[src/rtl/fpdiv_if.sv]
// Handshake bundle for the single-precision divider: operand request channel
// and result/status response channel.
interface fpdiv_if;
  logic        in_valid;
  logic        in_ready;
  logic [31:0] a;
  logic [31:0] b;
  logic        out_valid;
  logic        out_ready;
  logic [31:0] c;
  logic        overflow;
  logic        underflow;
  logic        div_by_zero;
  logic        invalid;

  modport master (
    output in_valid, a, b, out_ready,
    input  in_ready, out_valid, c, overflow, underflow, div_by_zero, invalid
  );

  modport slave (
    input  in_valid, a, b, out_ready,
    output in_ready, out_valid, c, overflow, underflow, div_by_zero, invalid
  );
endinterface

[src/rtl/fpdiv.sv]
// Sequential IEEE-754 single-precision divider: restoring mantissa division,
// one quotient bit per cycle, denormals flushed to zero, truncation rounding.
module fpdiv (
  input logic   clk,
  input logic   rst,
  fpdiv_if.slave bus
);

  typedef enum logic [1:0] {IDLE, DIV, NORM, DONE} state_t;

  state_t             state_q, state_d;
  logic [25:0]        rem_q, rem_d;
  logic [23:0]        divisor_q, divisor_d;
  logic [24:0]        quot_q, quot_d;
  logic [4:0]         cnt_q, cnt_d;
  logic signed [9:0]  exp_q, exp_d;
  logic               sign_q, sign_d;
  logic [31:0]        c_q, c_d;
  logic               ovf_q, ovf_d, unf_q, unf_d, dbz_q, dbz_d, inv_q, inv_d;

  logic               aZero, aInf, bZero, bInf, signAB;
  logic               geq;
  logic [25:0]        remSub;
  logic signed [9:0]  expAdj;
  logic [22:0]        fracN;

  assign aZero  = (bus.a[30:23] == 8'h00);
  assign aInf   = (bus.a[30:23] == 8'hFF);
  assign bZero  = (bus.b[30:23] == 8'h00);
  assign bInf   = (bus.b[30:23] == 8'hFF);
  assign signAB = bus.a[31] ^ bus.b[31];

  assign bus.in_ready    = (state_q == IDLE);
  assign bus.out_valid   = (state_q == DONE);
  assign bus.c           = c_q;
  assign bus.overflow    = ovf_q;
  assign bus.underflow   = unf_q;
  assign bus.div_by_zero = dbz_q;
  assign bus.invalid     = inv_q;

  always_ff @(posedge clk) begin
    if (rst) begin
      state_q   <= IDLE;
      rem_q     <= '0;
      divisor_q <= '0;
      quot_q    <= '0;
      cnt_q     <= '0;
      exp_q     <= '0;
      sign_q    <= 1'b0;
      c_q       <= '0;
      ovf_q     <= 1'b0;
      unf_q     <= 1'b0;
      dbz_q     <= 1'b0;
      inv_q     <= 1'b0;
    end else begin
      state_q   <= state_d;
      rem_q     <= rem_d;
      divisor_q <= divisor_d;
      quot_q    <= quot_d;
      cnt_q     <= cnt_d;
      exp_q     <= exp_d;
      sign_q    <= sign_d;
      c_q       <= c_d;
      ovf_q     <= ovf_d;
      unf_q     <= unf_d;
      dbz_q     <= dbz_d;
      inv_q     <= inv_d;
    end
  end

  always_comb begin
    state_d   = state_q;
    rem_d     = rem_q;
    divisor_d = divisor_q;
    quot_d    = quot_q;
    cnt_d     = cnt_q;
    exp_d     = exp_q;
    sign_d    = sign_q;
    c_d       = c_q;
    ovf_d     = ovf_q;
    unf_d     = unf_q;
    dbz_d     = dbz_q;
    inv_d     = inv_q;

    geq    = (rem_q >= {2'b00, divisor_q});
    remSub = geq ? (rem_q - {2'b00, divisor_q}) : rem_q;

    // A quotient below 1.0 lands one bit lower and costs one exponent step.
    if (quot_q[24]) begin
      fracN  = quot_q[23:1];
      expAdj = exp_q;
    end else begin
      fracN  = quot_q[22:0];
      expAdj = exp_q - 10'sd1;
    end

    case (state_q)
      IDLE: begin
        if (bus.in_valid) begin
          sign_d = signAB;
          if (!aZero && !aInf && !bZero && !bInf) begin
            exp_d     = $signed({2'b00, bus.a[30:23]}) - $signed({2'b00, bus.b[30:23]}) + 10'sd127;
            rem_d     = {2'b00, 1'b1, bus.a[22:0]};
            divisor_d = {1'b1, bus.b[22:0]};
            quot_d    = '0;
            cnt_d     = 5'd24;
            state_d   = DIV;
          end else begin
            ovf_d   = 1'b0;
            unf_d   = 1'b0;
            dbz_d   = 1'b0;
            inv_d   = 1'b0;
            state_d = DONE;
            if ((aZero && bZero) || (aInf && bInf)) begin
              c_d   = 32'h7FC0_0000;
              inv_d = 1'b1;
            end else if (aInf || bZero) begin
              c_d   = {signAB, 8'hFF, 23'h0};
              dbz_d = bZero && !aInf;
            end else begin
              c_d = {signAB, 31'h0};
            end
          end
        end
      end
      DIV: begin
        quot_d = {quot_q[23:0], geq};
        rem_d  = remSub << 1;
        cnt_d  = cnt_q - 5'd1;
        if (cnt_q == 5'd0) state_d = NORM;
      end
      NORM: begin
        ovf_d   = 1'b0;
        unf_d   = 1'b0;
        dbz_d   = 1'b0;
        inv_d   = 1'b0;
        state_d = DONE;
        if (expAdj <= 10'sd0) begin
          c_d   = {sign_q, 31'h0};
          unf_d = 1'b1;
        end else if (expAdj >= 10'sd255) begin
          c_d   = {sign_q, 8'hFF, 23'h0};
          ovf_d = 1'b1;
        end else begin
          c_d = {sign_q, expAdj[7:0], fracN};
        end
      end
      DONE: begin
        if (bus.out_ready) state_d = IDLE;
      end
      default: state_d = IDLE;
    endcase
  end

endmodule

[src/flat_wrapper.sv]
// flat-port wrapper written by rule: the top's interface ports become plain ports
module fpdiv_flat 
  (clk, rst, bus_in_valid, bus_a, bus_b, bus_out_ready, bus_in_ready, bus_out_valid, bus_c, bus_overflow, bus_underflow, bus_div_by_zero, bus_invalid);
  fpdiv_if bus_i ();
  input logic clk;
  input logic rst;
  input wire logic [$bits(bus_i.in_valid)-1:0] bus_in_valid;
  input wire logic [$bits(bus_i.a)-1:0] bus_a;
  input wire logic [$bits(bus_i.b)-1:0] bus_b;
  input wire logic [$bits(bus_i.out_ready)-1:0] bus_out_ready;
  output wire logic [$bits(bus_i.in_ready)-1:0] bus_in_ready;
  output wire logic [$bits(bus_i.out_valid)-1:0] bus_out_valid;
  output wire logic [$bits(bus_i.c)-1:0] bus_c;
  output wire logic [$bits(bus_i.overflow)-1:0] bus_overflow;
  output wire logic [$bits(bus_i.underflow)-1:0] bus_underflow;
  output wire logic [$bits(bus_i.div_by_zero)-1:0] bus_div_by_zero;
  output wire logic [$bits(bus_i.invalid)-1:0] bus_invalid;
  assign bus_i.in_valid = bus_in_valid;
  assign bus_i.a = bus_a;
  assign bus_i.b = bus_b;
  assign bus_i.out_ready = bus_out_ready;
  assign bus_in_ready = bus_i.in_ready;
  assign bus_out_valid = bus_i.out_valid;
  assign bus_c = bus_i.c;
  assign bus_overflow = bus_i.overflow;
  assign bus_underflow = bus_i.underflow;
  assign bus_div_by_zero = bus_i.div_by_zero;
  assign bus_invalid = bus_i.invalid;
  fpdiv u_core (.clk(clk), .rst(rst), .bus(bus_i));
endmodule
[config.mk]
export PLATFORM = sky130hd
export DESIGN_NAME = fpdiv_flat
export DESIGN_NICKNAME = d
export VERILOG_FILES = /design/src/rtl/fpdiv_if.sv /design/src/rtl/fpdiv.sv /design/src/flat_wrapper.sv
export SDC_FILE = /design/constraint.sdc
export NUM_CORES = 1
export LEC_CHECK = 0
export BUFFER_PORTS_ARGS = -buffer_cell sky130_fd_sc_hd__buf_4
export CORE_ASPECT_RATIO = 1.25
export CORE_UTILIZATION = 55
export DETAILED_ROUTE_END_ITERATION = 10
export PLACE_DENSITY = 0.77
export RECOVER_POWER = 25
export SYNTH_ARGS = -nofsm -noshare
export SYNTH_HDL_FRONTEND = slang
export SYNTH_SLANG_ARGS = --single-unit
[constraint.sdc]
create_clock -name clk -period 8.4 [get_ports clk]
set_input_delay 1.26 -clock clk [delete_from_list [all_inputs] [get_ports clk]]
set_output_delay 1.26 -clock clk [all_outputs]
set_load 0.01 [all_outputs]
==> run metrics, run 1 <==
status complete, but fails checks; violated checks capacitance limit, slew limit; Crit path arrival time 5.74 ns; PnR worst setup slack 2.86 ns; die area 0.0149 mm²; share of post-route cells with drive strength above 1 16.5%; Pre-antenna DRT Iters 7; Final Util 65.6%; Seq/Total Area, Yosys 32.5%; Vias/cell 5.91; H-tree depth 4; detailed-route DRC error count 0; pre-CTS setup slack 4.19 ns; Clock Skew 0.0145 ns; YS warnings 0; Hold WC Path Type flip-flop to flip-flop; die height 136 µm; final slew viol count 122; initial core utilization 57.0%; syn avg cell area 7.98 µm²; Slew @ Worst Pin 2.97 ns; setup TNS 0 ns; largest cells by area after synthesis dfxtp_1, a21oi_1, ha_1; RR Endpoint u_core.rem_q[22]$_SDFFE_PP0P_; area share of the largest cell type after synthesis 32.5%; end of the critical path u_core.rem_q[24]$_SDFFE_PP0P_; hold buffers post-CTS 0; Startpoint Class input port; gr ovfl total 0; crit path capture type flip-flop; Post-synth ARST share 0%; Clk Latency, worst-skew pair 0.43 ns; Register-to-Register Path Depth 10; first-pass GRT wire length 33100 µm; Post-CTS Setup Bufs 0; reg2reg setup slack 4.89 ns; fin area 0.00915 mm²; CTS root buffer clkbuf_16; clock sinks 129; Placer Congestion 0.899; cell count along the critical path 4; Final #Nets 1177; post-CTS sizing 0; met2 WL 10000 µm; Clock transition at path regs 0.06 ns; number of I/O port buffers 105; Final Hold Fails 0; core area 0.0139 mm²; crit path kind input port to flip-flop; CP bufs+invs 2; starting DRC count in detailed routing 463; period utilization 66.0%; largest net degree at the start of global routing 68; family with the most delay on the worst path buffers and inverters; met3 WL post-DR 848 µm; M1 wire length 8440 µm; fill count 1313; largest fanout on the critical path 66; DIE WIDTH 109 µm; Crit path required time 8.60 ns; Worst path max stage delay 2.21 ns; Mapped Nets 1105; WL final 19800 µm; ys flop type dfxtp_1; Crit. Startpoint rst; final antenna-violating net count 0; worst flop-to-flop path startpoint u_core.divisor_q[2]$_SDFFE_PP0P_; Max VDD drop 244 µV; std cell rows 48; pwr/cell area 401 mW/mm²; Routed WL per cell 15.8 µm; cts bufs inserted 17; Clock Path Buffers 2; Max-Slew Margin vs Limit -98.1%; GRT Util Overall 28.2%; ANT cells 0; via count 7415; top cell type by total area after synthesis dfxtp_1; fmax 0.180 GHz; CP most frequent cell clkbuf_1; minimum clock period 5.54 ns; Cell Area, Synth 0.00794 mm²; Post-synth EDFFs 0; Overall Power 0.00366 W; Cells after Synth 995; Synth Register Bits 129; CTS tree done; Yosys cell types 80; Max Used Layer met4; I/O Pins 106; # Max-Cap Violations 2; vias in the first global route 7096; dpl hpwl 13400 µm; RSZ-0062 raised after global routing no; Max stage delay cell, worst path clkbuf_1; crit path cell chain clkbuf_1 > clkbuf_1 > or4_1 > o221ai_1; placed inst area 0.00872 mm²; Area growth syn-to-layout 15.2%; initial antenna violation count 0; Setup-failing EPs final 0; LEAKAGE 3.56 nW
## report_power, final
part,internal (W),leakage [nW],switching [W]
clock network,0.000437,0.275,0.000287
logic,0.000796,2.24,0.00131
registers,0.000731,1.05,0.000100
## worst min-delay path by stage
stage                                 startpoint  slack (ns)  depth (start not counted)                                end
5_1_grt             u_core.bus.c[6]$_SDFFE_PP0P_        0.47                          2       u_core.bus.c[6]$_SDFFE_PP0P_
3_5_place_dp    u_core.bus.overflow$_SDFFE_PP0P_        0.45                          2   u_core.bus.overflow$_SDFFE_PP0P_
6_report            u_core.bus.c[0]$_SDFFE_PP0P_        0.45                          2       u_core.bus.c[0]$_SDFFE_PP0P_
4_1_cts        u_core.divisor_q[18]$_SDFFE_PP0P_        0.45                          2  u_core.divisor_q[18]$_SDFFE_PP0P_
2_1_floorplan  u_core.divisor_q[10]$_SDFFE_PP0P_        0.44                          2  u_core.divisor_q[10]$_SDFFE_PP0P_
3_3_place_gp       u_core.bus.c[18]$_SDFFE_PP0P_        0.44                          2      u_core.bus.c[18]$_SDFFE_PP0P_
## logic make-up after synthesis
group | synth area share [%]
AND/OR/NAND/NOR | 23.1
AO/OA/AOI/OAI | 23.5
flip-flops | 32.5
buffers and inverters | 6.51
adder cells (fa/ha/maj) | 6.81
XOR/XNOR | 3.53
multiplexers | 4.02
## cells in the mapped netlist, types with 4 or more instances
cell	instances
clkbuf_1	43
nor4_1	7
a21oi_2	12
nor3_1	17
buf_6	8
nor2_1	68
o311a_1	4
nand2b_1	6
or4_1	8
mux2_2	23
ha_1	40
nand3_2	15
nand2_1	124
nand3_1	63
inv_1	55
o41ai_1	9
dfxtp_1	129
nand4_1	10
o21ai_0	42
mux2i_1	6
a31oi_1	12
xnor2_1	21
a211oi_1	20
nor2b_1	8
o21a_1	6
xor2_1	11
a21o_1	12
and3_1	8
or3_1	9
o211ai_1	5
buf_1	4
and2_1	4
a21oi_1	113
## through the flow
stage	std cells	hold WS [ns]
floorplan	995	0.436
global placement	1223	0.444
detailed placement	1223	0.446
CTS	1255	0.455
global route	1255	0.475
finish	1255	0.453
## area by class of cell
cell class              instances  area (µm²)  area share, %
multi-input cells             750        4860           53.1
flip-flops and latches        129        2580           28.2
repair buffers                114         709           7.76
clock buffers                  20         437           4.77
well taps                     175         219           2.39
inverters                      55         206           2.26
clock inverters                12         134           1.46
## worst reg2reg max path: cells and delay by family, from the launching register on
family / cells / cell delay, ns
compound gates: 6 / 2.25
buf+inv: 1 / 0.06
simple gates: 2 / 0.29
fa+ha+maj: 1 / 0.36
flops: 1 / 0.32
## cell usage in the layout, fill, tap and decap left out, types with 10 or more instances in the layout
| cell type | n |
|---|---|
| nor3_1 | 17 |
| clkbuf_16 | 17 |
| xor2_1 | 11 |
| a31oi_1 | 12 |
| a21o_1 | 12 |
| ha_1 | 39 |
| nand2_1 | 124 |
| a211oi_1 | 20 |
| nand3_1 | 63 |
| clkbuf_1 | 42 |
| buf_4 | 75 |
| nand3_2 | 15 |
| a21oi_2 | 12 |
| inv_1 | 55 |
| nor2_1 | 67 |
| o21ai_0 | 42 |
| nand4_1 | 10 |
| dfxtp_1 | 129 |
| mux2_2 | 23 |
| xnor2_1 | 21 |
| a21oi_1 | 113 |
## per-layer routing
layer	global-route usage, %	up-vias
met5	0	-
met4	13.4	0
met3	6.04	43
met2	48.4	182
met1	32.9	3485
li1	-	3705
## flip-flops by register name, summed over array words and instances, names as in the netlist
signal and cells:
u_core.quot_q 25, u_core.bus.c 32, u_core.bus.invalid 1, u_core.divisor_q 24, u_core.rem_q 26, u_core.state_q 2
u_core.cnt_q 5, u_core.bus.underflow 1, u_core.exp_q 10, u_core.bus.div_by_zero 1, u_core.bus.overflow 1, u_core.sign_q 1
Power figures use the tool's default switching activity.
==> inputs of run 2 (changes only) <==
--- a/config.mk
+++ b/config.mk
@@ -5,11 +5,12 @@
 export SDC_FILE = /design/constraint.sdc
 export NUM_CORES = 1
 export LEC_CHECK = 0
+export ABC_AREA = 1
 export BUFFER_PORTS_ARGS = -buffer_cell sky130_fd_sc_hd__buf_4
 export CORE_ASPECT_RATIO = 1.25
 export CORE_UTILIZATION = 55
 export DETAILED_ROUTE_END_ITERATION = 10
-export PLACE_DENSITY = 0.77
+export PLACE_DENSITY = 0.76
 export RECOVER_POWER = 25
 export SYNTH_ARGS = -nofsm -noshare
 export SYNTH_HDL_FRONTEND = slang
==> constraint.sdc (replaced) <==
create_clock -name clk -period 5.2 [get_ports clk]
set_input_delay 0.78 -clock clk [delete_from_list [all_inputs] [get_ports clk]]
set_output_delay 0.78 -clock clk [all_outputs]
set_load 0.01 [all_outputs]
==> run metrics, run 2 <==
H-tree depth 4 (unchanged); cts bufs inserted 17 (unchanged); Seq/Total Area, Yosys 31.3% (was 32.5%); I/O Pins 106 (unchanged); LEAKAGE 4.11 nW (was 3.56 nW); DIE WIDTH 111 µm (was 109 µm); Post-synth ARST share 0% (unchanged); Finished Layout Cells 1478 (was 1255); RSZ-0062 raised after global routing no (unchanged); worst hold endpoint u_core.bus.c[12]$_SDFFE_PP0P_ (was u_core.bus.c[0]$_SDFFE_PP0P_); std cell rows 49 (was 48); Hold WC Path Type flip-flop to flip-flop (unchanged); reg2reg setup slack 1.98 ns (was 4.89 ns); Post-Synth XOR/XNOR Area 2.89% (was 3.53%); Post-synth EDFFs 0 (unchanged); dpl cells 1446 (was 1223); ANT cells 0 (unchanged); Yosys cell types 46 (was 80); Mapped Nets 1324 (was 1105); syn avg cell area 6.79 µm² (was 7.98 µm²); number of I/O port buffers 105 (unchanged); Hold Startpoint u_core.bus.c[12]$_SDFFE_PP0P_ (was u_core.bus.c[0]$_SDFFE_PP0P_); ys flop type dfxtp_1 (unchanged); Slew @ Worst Pin 1.98 ns (was 2.97 ns); Max-Slew Margin vs Limit -32.1% (was -98.1%); Post-synth top cells nand2_1, a21oi_1, dfxtp_1, inv_1, o21ai_0 (was dfxtp_1, nand2_1, a21oi_1, nor2_1, nand3_1); Synth Register Bits 129 (unchanged); vias in the first global route 7650 (was 7096); die height 139 µm (was 136 µm); gr ovfl total 0 (unchanged); initial core utilization 56.7% (was 57.0%); Max VDD drop 380 µV (was 244 µV); Max stage delay cell, worst path clkbuf_1 (unchanged); status complete, but fails checks (unchanged); fmax 0.299 GHz; via count 8096 (was 7415); post-CTS sizing 0 (unchanged); area share of the largest cell type after synthesis 31.3% (was 32.5%); placed inst area 0.00900 mm² (was 0.00872 mm²); worst flop-to-flop path startpoint u_core.divisor_q[9]$_SDFFE_PP0P_ (was u_core.divisor_q[2]$_SDFFE_PP0P_); Pre-antenna DRT Iters 8 (was 7); combinational family with the most area after synthesis simple AND/OR/NAND/NOR gates (was compound AO/OA/AOI/OAI gates); clock sinks 129 (unchanged); CTS tree done (unchanged); crit path capture type flip-flop (unchanged); Synth Area in Compound Gates 18.8% (was 23.5%); Setup-failing EPs final 0 (unchanged); RR Endpoint u_core.rem_q[24]$_SDFFE_PP0P_ (was u_core.rem_q[22]$_SDFFE_PP0P_); share of post-route cells with drive strength above 1 13.6% (was 16.5%); post-synthesis mux area share 0% (was 4.02%); final antenna-violating net count 0 (unchanged); top cell type by total area after synthesis dfxtp_1 (unchanged); most common cell after layout, fill and taps aside nand2_1 (was dfxtp_1); Clock Path Buffers 2 (unchanged); Cells after Synth 1214 (was 995); Cell Area, Synth 0.00824 mm² (was 0.00794 mm²); starting DRC count in detailed routing 468 (was 463); GRT Util Overall 28.5% (was 28.2%); largest net degree at the start of global routing 65 (was 68); Crit path required time 5.55 ns (was 8.60 ns); Clock transition at path regs 0.06 ns (about the same); max FFs per register 32 (unchanged); most frequent cells in the layout nand2_1, a21oi_1, dfxtp_1, inv_1, o21ai_0 (was dfxtp_1, nand2_1, a21oi_1, buf_4, nor2_1); fin area 0.00948 mm² (was 0.00915 mm²); Routed WL per cell 14.4 µm (was 15.8 µm); violated checks DRC, capacitance limit, slew limit (was capacitance limit, slew limit); die area 0.0155 mm² (was 0.0149 mm²); initial antenna violation count 0 (unchanged); dpl hpwl 14900 µm (was 13400 µm); Register-to-Register Path Depth 12 (was 10); detailed-route DRC error count 5 (was 0); setup TNS 0 ns (unchanged); hold buffers post-CTS 0 (unchanged); crit path kind input port to flip-flop (unchanged); largest cells by area after synthesis dfxtp_1, nand2_1, a21oi_1 (was dfxtp_1, a21oi_1, ha_1); Final Hold Fails 0 (unchanged); CTS root buffer clkbuf_16 (unchanged); Simple-Gate Fraction of Synth Area 30.6% (was 23.1%); YS warnings 0 (unchanged); # Max-Cap Violations 1 (was 2); Vias/cell 5.48 (was 5.91); Startpoint Class input port (unchanged); period utilization 64.3%; Area growth syn-to-layout 15.0% (was 15.2%); Placer Congestion 0.965 (was 0.899); most frequent cell after synthesis nand2_1 (was dfxtp_1); pwr/cell area 667 mW/mm² (was 401 mW/mm²); Worst path max stage delay 1.45 ns (was 2.21 ns); Crit path arrival time 3.70 ns (was 5.74 ns); minimum clock period 3.35 ns; adder-cell area share of the yosys netlist 6.56% (was 6.81%); Post-CTS Setup Bufs 0 (unchanged); first-pass GRT wire length 35900 µm (was 33100 µm); Final #Nets 1397 (was 1177); core area 0.0145 mm² (was 0.0139 mm²); Hold Path Cell Cnt 2 (unchanged); Clk Latency, worst-skew pair 0.43 ns (about the same); crit path cell chain buf_4 > inv_1 > clkbuf_1 > o21ai_0 > a21oi_1 (was clkbuf_1 > clkbuf_1 > or4_1 > o221ai_1); final slew viol count 54 (was 122); WL final 21400 µm (was 19800 µm); largest fanout on the critical path 64 (was 66); Clock Skew 0.0121 ns (was 0.0145 ns)
==> run 2: worst max path at each step <==
| stage | cells after the start | slack, ns | endpoint | startpoint |
|---|---|---|---|---|
| floorplan | 14 | 2.68 | u_core.exp_q[8]$_SDFFE_PP0P_ | bus_a[23] |
| global placement | 12 | 1.79 | u_core.quot_q[0]$_SDFFE_PP0P_ | bus_b[27] |
| detailed placement | 12 | 1.66 | u_core.quot_q[11]$_SDFFE_PP0P_ | bus_b[27] |
| CTS | 12 | 2.09 | u_core.rem_q[24]$_SDFFE_PP0P_ | u_core.divisor_q[9]$_SDFFE_PP0P_ |
| global route | 5 | 1.62 | u_core.divisor_q[1]$_SDFFE_PP0P_ | rst |
| finish | 5 | 1.85 | u_core.divisor_q[1]$_SDFFE_PP0P_ | rst |
==> run 2: worst max-delay path: cells and delay by family <==
kind / cells / cell delay, ns
buffers and inverters: 3 / 2.17
AOI/OAI and AO/OA: 2 / 0.64
==> run 2: layout make-up <==
cell class,instances,area (µm²)
fill,1389,5050
clock buffer,19,443
tap,178,223
multi-input combinational,892,4850
clock inverter,13,175
timing repair buffer,110,683
sequential,129,2580
inverter,137,519
==> run 2: cells by family (layout without fill, tap and decap cells) <==
family / count (synthesis) / count (layout)
fa+ha+maj: 42 / 42
buf+inv: 193 / 279
flops: 129 / 129
simple gates: 539 / 539
xor+xnor: 25 / 25
compound gates: 286 / 286
==> run 2: layer usage <==
layer	share of wire [%]	vias up	global-route usage [%]
met2	52	218	52.1
met1	42	3678	32.8
met4	2.5	0	12.6
li1	-	4159	-
met5	0	-	0
met3	4.2	41	4.15
==> run 2: power breakdown <==
| part | internal [W] | switching (W) |
|---|---|---|
| combinational | 0.00123 | 0.00246 |
| sequential | 0.00121 | 0.000154 |
| clock | 0.000777 | 0.000482 |
==> run 2: stage by stage <==
stage	hold slack, ns	util [%]	power [W]	setup slack [ns]
floorplan	0.435	-	0.00430	2.68
global placement	0.448	61.9	0.00499	1.79
detailed placement	0.457	61.9	0.00504	1.66
CTS	0.466	66.2	0.00634	2.09
global route	0.482	65.2	0.00689	1.62
finish	0.465	65.2	0.00632	1.85
